<file path="src/rtl/pmem_line_responder.sv">
// pmem_line_responder: serves 256-bit cache-line reads/writes from the cache's
// physical-memory port as bursts of narrower beats on the backing memory port.
module pmem_line_responder #(
    parameter int LINE_BITS = 256,
    parameter int BEAT_BITS = 64,
    parameter int BEATS     = LINE_BITS / BEAT_BITS
) (
    input  logic                 clk,
    input  logic                 rst_n,
    input  logic [31:0]          pmem_address,
    input  logic                 pmem_read,
    input  logic                 pmem_write,
    input  logic [LINE_BITS-1:0] pmem_wdata,
    output logic [LINE_BITS-1:0] pmem_rdata,
    output logic                 pmem_resp,
    output logic [31:0]          mem_address,
    output logic                 mem_read,
    output logic                 mem_write,
    output logic [BEAT_BITS-1:0] mem_wdata,
    input  logic [BEAT_BITS-1:0] mem_rdata,
    input  logic                 mem_resp
);

    localparam int BEAT_W  = $clog2(BEATS);
    localparam int OFF_W   = $clog2(LINE_BITS / 8);
    localparam int BYTE_SH = $clog2(BEAT_BITS / 8);

    typedef enum logic [1:0] {IDLE, RD_BURST, WR_BURST, RESP} state_t;

    state_t                 r_state;
    state_t                 w_state_nxt;
    logic [BEAT_W-1:0]      r_beat;
    logic [BEAT_W-1:0]      w_beat_nxt;
    logic [31-OFF_W:0]      r_base_hi;
    logic [LINE_BITS-1:0]   r_line;
    logic [LINE_BITS-1:0]   r_rdata;
    logic                   w_latch_base;
    logic                   w_latch_line;
    logic                   w_capture;
    logic                   w_last;
    logic [OFF_W-1:0]       w_off;
    logic                   w_unused_addr_lo;

    // Byte offset bits of the request address are replaced by the beat offset.
    assign w_unused_addr_lo = &{1'b0, pmem_address[OFF_W-1:0]};
    assign w_last           = (r_beat == BEAT_W'(BEATS - 1));
    assign w_off            = {r_beat, {BYTE_SH{1'b0}}};
    assign pmem_rdata       = r_rdata;

    // Next-state, beat sequencing and bus outputs (Moore outputs from state).
    always_comb begin
        w_state_nxt  = r_state;
        w_beat_nxt   = r_beat;
        w_latch_base = 1'b0;
        w_latch_line = 1'b0;
        w_capture    = 1'b0;
        pmem_resp    = 1'b0;
        mem_read     = 1'b0;
        mem_write    = 1'b0;
        mem_address  = '0;
        mem_wdata    = '0;
        case (r_state)
            IDLE: begin
                // A write wins if the cache ever raises both requests.
                if (pmem_write) begin
                    w_latch_base = 1'b1;
                    w_latch_line = 1'b1;
                    w_beat_nxt   = '0;
                    w_state_nxt  = WR_BURST;
                end else if (pmem_read) begin
                    w_latch_base = 1'b1;
                    w_beat_nxt   = '0;
                    w_state_nxt  = RD_BURST;
                end
            end
            RD_BURST: begin
                mem_read    = 1'b1;
                mem_address = {r_base_hi, w_off};
                if (mem_resp) begin
                    w_capture  = 1'b1;
                    w_beat_nxt = r_beat + BEAT_W'(1);
                    if (w_last) begin
                        w_state_nxt = RESP;
                    end
                end
            end
            WR_BURST: begin
                mem_write   = 1'b1;
                mem_address = {r_base_hi, w_off};
                mem_wdata   = r_line[r_beat*BEAT_BITS +: BEAT_BITS];
                if (mem_resp) begin
                    w_beat_nxt = r_beat + BEAT_W'(1);
                    if (w_last) begin
                        w_state_nxt = RESP;
                    end
                end
            end
            RESP: begin
                pmem_resp   = 1'b1;
                w_state_nxt = IDLE;
            end
            default: begin
                w_state_nxt = IDLE;
            end
        endcase
    end

    // State and beat counter; reset abandons any burst in flight.
    always_ff @(posedge clk) begin
        if (!rst_n) begin
            r_state <= IDLE;
            r_beat  <= '0;
        end else begin
            r_state <= w_state_nxt;
            r_beat  <= w_beat_nxt;
        end
    end

    // Request latches, so mid-burst changes on the cache side are ignored.
    always_ff @(posedge clk) begin
        if (w_latch_base) begin
            r_base_hi <= pmem_address[31:OFF_W];
        end
        if (w_latch_line) begin
            r_line <= pmem_wdata;
        end
    end

    // Read line assembly; each accepted read beat fills its own slice.
    always_ff @(posedge clk) begin
        if (!rst_n) begin
            r_rdata <= '0;
        end else if (w_capture) begin
            r_rdata[r_beat*BEAT_BITS +: BEAT_BITS] <= mem_rdata;
        end
    end

endmodule

</file>
<file path="config.mk">
export PLATFORM = sky130hd
export DESIGN_NAME = pmem_line_responder
export DESIGN_NICKNAME = d
export VERILOG_FILES = /design/src/rtl/pmem_line_responder.sv
export SDC_FILE = /design/constraint.sdc
export NUM_CORES = 1
export LEC_CHECK = 0
export BUFFER_PORTS_ARGS = -buffer_cell sky130_fd_sc_hd__clkbuf_2
export CORE_AREA = 2 2 278 280
export DETAILED_ROUTE_END_ITERATION = 7
export DIE_AREA = 0 0 280 282
export HOLD_SLACK_MARGIN = 0.06
export PLACE_DENSITY = 0.53
export SLEW_MARGIN = 20
export SYNTH_ARGS = -nofsm -noshare
export SYNTH_HDL_FRONTEND = slang
export SYNTH_SLANG_ARGS = --single-unit
</file>
<file path="constraint.sdc">
create_clock -name clk -period 7.6 [get_ports clk]
set_clock_uncertainty 0.2 [all_clocks]
set_input_delay 1.52 -clock clk [delete_from_list [all_inputs] [get_ports clk]]
set_output_delay 1.52 -clock clk [all_outputs]
set_load 0.05 [all_outputs]
</file>
# [Yosys cells after proc, flatten, opt, wreduce, memory -nomap -nowiden]
# Cells that the tools add are included.
[classes] addsub=2 n_eq_ne=7 shift=3 n_mux=22 reduce_logical=5
[ops] op="256-bit bitwise mux" n=1
[ops] op="64-bit by 34-bit variable shift with 256-bit output (first input constant)" n=1
[ops] op="256-bit by 9-bit variable part select with 64-bit output" n=1
[ops] op="64-bit by 34-bit variable part select with 256-bit output" n=1
[ops] op="64-bit two-way mux" n=1
[ops] op="8-bit negator with 34-bit output" n=1
[ops] op="32-bit two-way mux" n=1
[ops] op="2-bit two-way mux" n=7
[ops] op="1-bit two-way mux" n=10
[ops] op="2-bit == test (second input constant)" n=3
[ops] op="2-bit one-hot mux with 3 select lines" n=1
[ops] op="3-bit AND reduction" n=2
[ops] op="2-bit by 1-bit != test with 1-bit output (second input constant)" n=2
[ops] op="2-bit one-hot mux with 2 select lines" n=1
[ops] op="3-bit != test (second input constant)" n=1
[ops] op="2-bit by 1-bit adder with 2-bit output (second input constant)" n=1
[ops] op="2-bit by 1-bit == test with 1-bit output (second input constant)" n=1
[ops] op="2-bit zero test" n=1
[ops] op="2-bit nonzero test" n=1
[ops] op="2-bit OR reduction" n=1
[word_totals] reg_bits=543 input_bits=357 out_inout_bits=355

# [Longest topological paths before layout]
# Gate-level depths: netlist of the first run.
[depth] word_depth=4 depth_mapped=9

# [Worst setup path before layout of the first run]
# OpenSTA, ideal clock, no wires.
[synth_path] path_type="input port to flip-flop" startpoint="input port pmem_write" endpoint="register r_line[0] (enable)" setup_ns=0.648 arrival_time_ns=7.306 required_time_ns=6.752 slack_ns=-0.554 cell_stages=1 path_buffers=0 cell_sequence="and2_1"
[synth_between] elab_chain_cells=2
[synth_lines] item="start, declared" line="12" text="input logic pmem_write,"
[synth_lines] item="1-bit two-way mux" line="65" text="if (pmem_write) begin"
[synth_lines] item="1-bit two-way mux" line="62" text="case (r_state)"
[synth_lines] item="end signal, assigned" line="125" text="r_line <= pmem_wdata;"
[synth_lines] item="end, declared" line="35" text="logic [LINE_BITS-1:0] r_line;"
# Every way passes these cells.
# A chain may end at the register's enable or synchronous reset.

# [Worst setup path in the final report of the first run]
[layout_path] startpoint="register r_beat[0]" endpoint="output port mem_wdata[32]"
[layout_between] elab_chain_cells=2
[layout_lines] item="start, declared" line="32" text="logic [BEAT_W-1:0] r_beat;"
[layout_lines] item="start signal, assigned" line="115" text="r_beat <= w_beat_nxt;"
[layout_lines] item="256-bit by 9-bit variable part select with 64-bit output" line="90" text="mem_wdata = r_line[r_beat*BEAT_BITS +: BEAT_BITS];"
[layout_lines] item="64-bit two-way mux" line="62"
[layout_lines] item="end, declared" line="19" text="output logic [BEAT_BITS-1:0] mem_wdata,"
# Every way passes these cells.

==> results of run 1 <==
==> cells in the final DEF, fill, tap and decap left out, drive strengths merged, types with 2 or more instances in the layout <==
master / synthesis / routed
clkbuf: 50 / 790
edfxtp: 283 / 283
dfxtp: 260 / 260
nand2: 132 / 132
and2: 95 / 95
nor2b: 85 / 85
a32oi: 82 / 82
mux4: 64 / 64
a22o: 64 / 64
o22ai: 64 / 64
nand3: 51 / 51
o21ai: 48 / 48
buf: 68 / 14
clkinv: 0 / 14
ha: 13 / 13
diode: 0 / 12
inv: 4 / 8
clkinvlp: 0 / 4
conb: 1 / 3
a21boi: 3 / 3
and4: 2 / 2
and3: 2 / 2
mux2i: 2 / 2
nand2b: 2 / 2
bufinv: 0 / 2
==> power by group through the flow <==
stage          clock network, uW  logic (uW)  registers, uW
3_3_place_gp                   0        2510           3830
6_report                    2920        2500           3780
5_1_grt                     3120        2660           3830
2_1_floorplan                  0        1800           3900
3_5_place_dp                   0        2530           3850
4_1_cts                     2990        2530           3790
==> worst register-to-register path, stage by stage (launching register included) <==
cell and delay, ns:
dfxtp_4 0.87, inv_1 0.24, ha_1 0.32, and2b_1 0.80
nand4_4 0.80, o21ai_0 0.52
==> layout make-up <==
cell class                      instances  area (sq um)  share of cell area
Sequential cell                       543         13700               0.522
Antenna cell                           12          30.0             0.00114
Tap cell                              978          1220              0.0466
Multi-Input combinational cell        722          5630               0.214
Clock inverter                         24           246             0.00938
Inverter                                4          15.0            0.000571
Timing Repair Buffer                  716          3650               0.139
Clock buffer                           88          1780              0.0676
==> stage by stage <==
stage	util	setup WS, ns
after floorplan	-	2.31
after CTS	0.347	2.39
after global placement	0.320	3.06
final	0.347	2.58
after global routing	0.347	2.27
after detailed placement	0.320	3.08
==> logic make-up (layout without fill, tap and decap cells) <==
family	after synthesis	after routing	synth area share
flops	543	543	0.689
simple gates	376	376	0.100
compound gates	264	264	0.0990
buf+inv	122	832	0.0298
mux	66	66	0.0735
fa+ha+maj	13	13	0.00818
other cells	1	15	0.000189
==> how the worst max path moves through the flow <==
stage / slack (ns) / start / cells past startpoint / end
after global routing: 2.27 / r_beat[0]$_SDFFE_PN0P_ / 4 / mem_wdata[32]
final: 2.58 / r_beat[0]$_SDFFE_PN0P_ / 4 / mem_wdata[32]
after global placement: 3.06 / r_beat[0]$_SDFFE_PN0P_ / 4 / mem_wdata[32]
after CTS: 2.39 / r_beat[0]$_SDFFE_PN0P_ / 4 / mem_wdata[50]
after detailed placement: 3.08 / r_beat[0]$_SDFFE_PN0P_ / 4 / mem_wdata[50]
after floorplan: 2.31 / pmem_write / 1 / r_line[0]$_DFFE_PP_
==> registers in the layout, indices dropped and copies added, names as in the netlist <==
name,count
r_base_hi,27
r_state,2
r_line,256
pmem_rdata,256
r_beat,2
==> layer usage <==
| metal | global-route usage | up-vias | routed length [um] | share of wire |
|---|---|---|---|---|
| li1 | - | 6598 | - | - |
| met1 | 0.195 | 7176 | 26300 | 0.39 |
| met2 | 0.280 | 613 | 34100 | 0.50 |
| met3 | 0.0469 | 138 | 5250 | 0.077 |
| met4 | 0.0694 | 2 | 2410 | 0.035 |
| met5 | 0 | - | 9 | 0.00013 |
==> synthesized netlist by cell type, types with 4 or more instances <==
library cell  instances  share of area
nand2_1             132          0.025
buf_4                 8         0.0030
dfxtp_1             260           0.26
buf_2                47          0.012
and2_1               94          0.030
clkbuf_1             50         0.0094
a22o_1               64          0.028
edfxtp_1            283           0.43
mux4_2               64          0.072
o22ai_1              64          0.020
inv_1                 4        0.00075
o21ai_1               7         0.0018
a32oi_1              82          0.036
nand3_1              50          0.013
o21ai_0              41          0.010
nor2b_1              85          0.027
ha_1                 13         0.0082
buf_1                 9         0.0017
==> results.cfg, run 1 <==
[worst_hold_path]
min_to = pmem_rdata[100]$_SDFFE_PN0P_
hold_class = register to register
hold_depth = 2
min_from = pmem_rdata[100]$_SDFFE_PN0P_

[cells_and_area]
stdcell_area_sq_um = 26300
fillCellCount = 7470
final_cells = 3087
layout.nets = 2416
syn_to_final_growth_pct = 32.2
drive_above_1_share = 0.424

[grt]
grt_pass1_wl_um = 96900
grt_pass1_vias = 14690
gr-usage-all-layers = 0.165
antenna_found_initial = 15
grt_max_degree = 189
gr-total-overflow = 0

[clocking]
postCtsHoldBufs = 0
clock_path_buffers = 3
clock-sinks = 543
cts_buffers = 59
htree_levels = 2
clkTransAtPathRegs_ns = 0.06
cts_tree = built
clockRootBuffer = clkbuf_16
cts_resized = 0
cts_setup_buffers = 0
clock_latency_ns = 0.60

[placement]
dp_hpwl_um = 48000
post-place-cells = 2962
place_area_sq_um = 24200
port_buffers = 703
routabilityCongestion = 0.863

[timing]
slew_headroom = 0.267
fin_crit_ns = 5.02
whs_ns = 0.264
rsz0062_at_grt = false
tightest_slew_ns = 1.10
setup_tns_ns = 0
min_period_over_period = 0.661
max_freq_mhz = 199
setup_viol = 0
slew_violations = 0
finalHoldViolCount = 0

[synth]
ys_seq_area_frac = 0.689
ys_ff_latch = 543
synth_cell_type_count = 40
synth_area_sq_um = 19900
syn_area_per_cell_sq_um = 14.4
synthArstFlopShare = 0
synth_flop_cell = edfxtp_1
synth_edf_count = 283
ys_warn_count = 0
synthCells = 1385

[power]
finalPower_uw = 9200
p_per_area_nw_per_um2 = 350
p_seq_frac = 0.411
p_leak_uw = 0.0105
swShare = 0.348
p_switching_uw = 3200
p_comb_frac = 0.272
p_int_uw = 6000
clockPowerShare = 0.317
vdd_drop_max_mv = 0.332

[critical_path]
endpoint_kind = output pin
reg2reg_to = pmem_rdata[104]$_SDFFE_PN0P_
cp_slowest_stage_delay_ns = 0.87
worstPathMaxFanout = 40
r2r_setup_slack_ns = 3.74
cp_cell_sequence = buf_4 -> mux4_2 -> and2_1 -> clkbuf_2
critPathTopFamily = buffers and inverters
cp_data_arrival_time_ns = 3.30
critPathBufInv = 2
path_class = register to output pin
cp-start-kind = register
required_ns = 5.88
slowest_stage = dfxtp_4
rr_worst_depth = 5
r2r-start = r_beat[0]$_SDFFE_PN0P_

[drt]
drt_iter0_drc = 995
via_per_inst = 4.71
ant_nets = 0
first_pass_iters = 5
wl_per_cell_um = 22.1
wirelength_um = 68100
num_vias = 14527
drc = 0

[die]
io_pins = 712
initial_utilization = 0.263
die_x_um = 280
coreArea_sq_um = 75700
row_count = 101
dieArea_sq_um = 79000
die_h_um = 282

[run_status]
outcome = completed

[flow_run]
maxCapViolCount = 0
Note: power is estimated with default switching activity, not from simulation.
==> run 2, diff against run 1 <==
- ABC_AREA: default -> 1
- CORE_AREA: 2 2 278 280 -> 2 2 279 281
- DIE_AREA: 0 0 280 282 -> 0 0 281 283
- clock period: 7.6 -> 5.2 ns (I/O delays scaled with it)
==> results.cfg, run 2 <==
[run_status]
outcome = completed

[grt]
antenna_found_initial = 17
grt_max_degree = 132
grt_pass1_vias = 17358
gr-total-overflow = 0
grt_pass1_wl_um = 111000
gr-usage-all-layers = 0.185

[timing]
slew_headroom = 0.309
min_period_over_period = 0.832
max_freq_mhz = 231
slew_violations = 0
setup_tns_ns = 0
setup_viol = 0
rsz0062_at_grt = false
finalHoldViolCount = 0
whs_ns = 0.263
tightest_slew_ns = 1.04
fin_crit_ns = 4.33

[power]
p_per_area_nw_per_um2 = 565
p_seq_frac = 0.349
swShare = 0.428
p_switching_uw = 6750
p_int_uw = 9020
p_comb_frac = 0.385
clockPowerShare = 0.266
vdd_drop_max_mv = 0.456
p_leak_uw = 0.0115

[drt]
wirelength_um = 76800
ant_nets = 0
drt_iter0_drc = 1017
wl_per_cell_um = 19.3
drc = 0
num_vias = 17906
via_per_inst = 4.50
first_pass_iters = 6

[synth]
synth_area_sq_um = 21400
netlist.top_cell.by_area = edfxtp_1
synth.top_cell.area_share = 0.397
synthTopCellsByCount = nand2_1, a21oi_1, nor2_1, edfxtp_1, dfxtp_1
synthCells = 2242
ys_seq_area_frac = 0.640
syn_area_per_cell_sq_um = 9.55
synth.area.top_cells = edfxtp_1, dfxtp_1, a21oi_1, nand2_1, nor2_1
ys_ff_latch = 543
synth_edf_count = 283
synth_flop_cell = edfxtp_1
yosysMostFrequentCell = nand2_1
synth_cell_type_count = 22
ys_warn_count = 0
synthArstFlopShare = 0

[clocking]
clkTransAtPathRegs_ns = 0.06
cts_setup_buffers = 0
htree_levels = 2
clock-sinks = 543
clock_latency_ns = 0.61
clock_path_buffers = 3
cts_buffers = 60
cts_tree = built
postCtsHoldBufs = 0
clockRootBuffer = clkbuf_16
cts_resized = 0

[critical_path]
endpoint_kind = output pin
r2r-start = r_beat[0]$_SDFFE_PN0P_
reg2reg_to = pmem_rdata[128]$_SDFFE_PN0P_
cp-start-kind = register
required_ns = 3.96
cp_data_arrival_time_ns = 3.09
path_class = register to output pin
worstPathMaxFanout = 131
r2r_setup_slack_ns = 1.80
rr_worst_depth = 6

[worst_hold_path]
min_to = pmem_rdata[211]$_SDFFE_PN0P_
hold_class = register to register
hold_depth = 2
min_from = pmem_rdata[211]$_SDFFE_PN0P_

[die]
coreArea_sq_um = 76700
dieArea_sq_um = 79500
io_pins = 712
die_x_um = 281
die_h_um = 283
row_count = 102
initial_utilization = 0.279

[placement]
routabilityCongestion = 0.817
dp_hpwl_um = 52400
place_area_sq_um = 26000
post-place-cells = 3851
port_buffers = 703

[cells_and_area]
final_common_cell = clkbuf_2
syn_to_final_growth_pct = 30.4
drive_above_1_share = 0.299
layout_common_cells = clkbuf_2, nand2_1, a21oi_1
stdcell_area_sq_um = 27900
final_cells = 3975
layout.nets = 3243

[flow_run]
maxCapViolCount = 0
[run 2: cell families after synthesis]
family,share of synthesized area
simple gates,0.171
flops,0.640
compound gates,0.125
buf+inv,0.0565
fa+ha+maj,0.00760
other cells,0.000175
[run 2: cell type report]
class                      count  area [sq um]
sequential                   543         13700
tap                         1040          1300
clock inverter                27           267
timing repair buffer         738          3930
multi-input combinational   1417          6590
fill                        7948         48800
antenna                       12          30.0
inverter                     113           438
clock buffer                  85          1660
[run 2: worst max path at each step]
stage               cells past startpoint                   to                    from
global placement                        6        mem_wdata[63]  r_beat[0]$_SDFFE_PN0P_
CTS                                     6        mem_wdata[63]  r_beat[0]$_SDFFE_PN0P_
global route                            6         mem_wdata[4]  r_beat[0]$_SDFFE_PN0P_
detailed placement                      6        mem_wdata[63]  r_beat[0]$_SDFFE_PN0P_
finish                                  6         mem_wdata[4]  r_beat[0]$_SDFFE_PN0P_
floorplan                               2  r_line[0]$_DFFE_PP_              pmem_write
[run 2: metrics by stage]
stage               power [uW]  setup slack (ns)  utilization
floorplan                 9890            -0.290            -
global placement         11800              1.57        0.339
detailed placement       11800              1.58        0.339
CTS                      16000             0.889        0.364
global route             16600             0.788        0.364
finish                   15800             0.874        0.364
[run 2: layer usage]
metal	GRT usage	share of wire	vias up
met5	0	0.00052	-
met4	0.0672	0.031	6
met3	0.0620	0.091	126
met2	0.304	0.47	673
met1	0.224	0.41	8270
li1	-	-	8831
[run 2: worst max-delay path: stages, from the launching register on]
cell      delay [ns]
dfxtp_4         0.70
buf_12          0.45
nor2_1          0.12
nor2_1          0.29
o21ai_0         0.15
a21oi_1         0.22
clkbuf_2        0.30
[run 2: power by group through the flow]
stage | clock (uW) | sequential [uW] | combinational (uW)
floorplan | 0 | 5970 | 3920
global placement | 0 | 5580 | 6180
CTS | 4310 | 5510 | 6190
global route | 4470 | 5560 | 6590
detailed placement | 0 | 5600 | 6180
finish | 4190 | 5500 | 6080
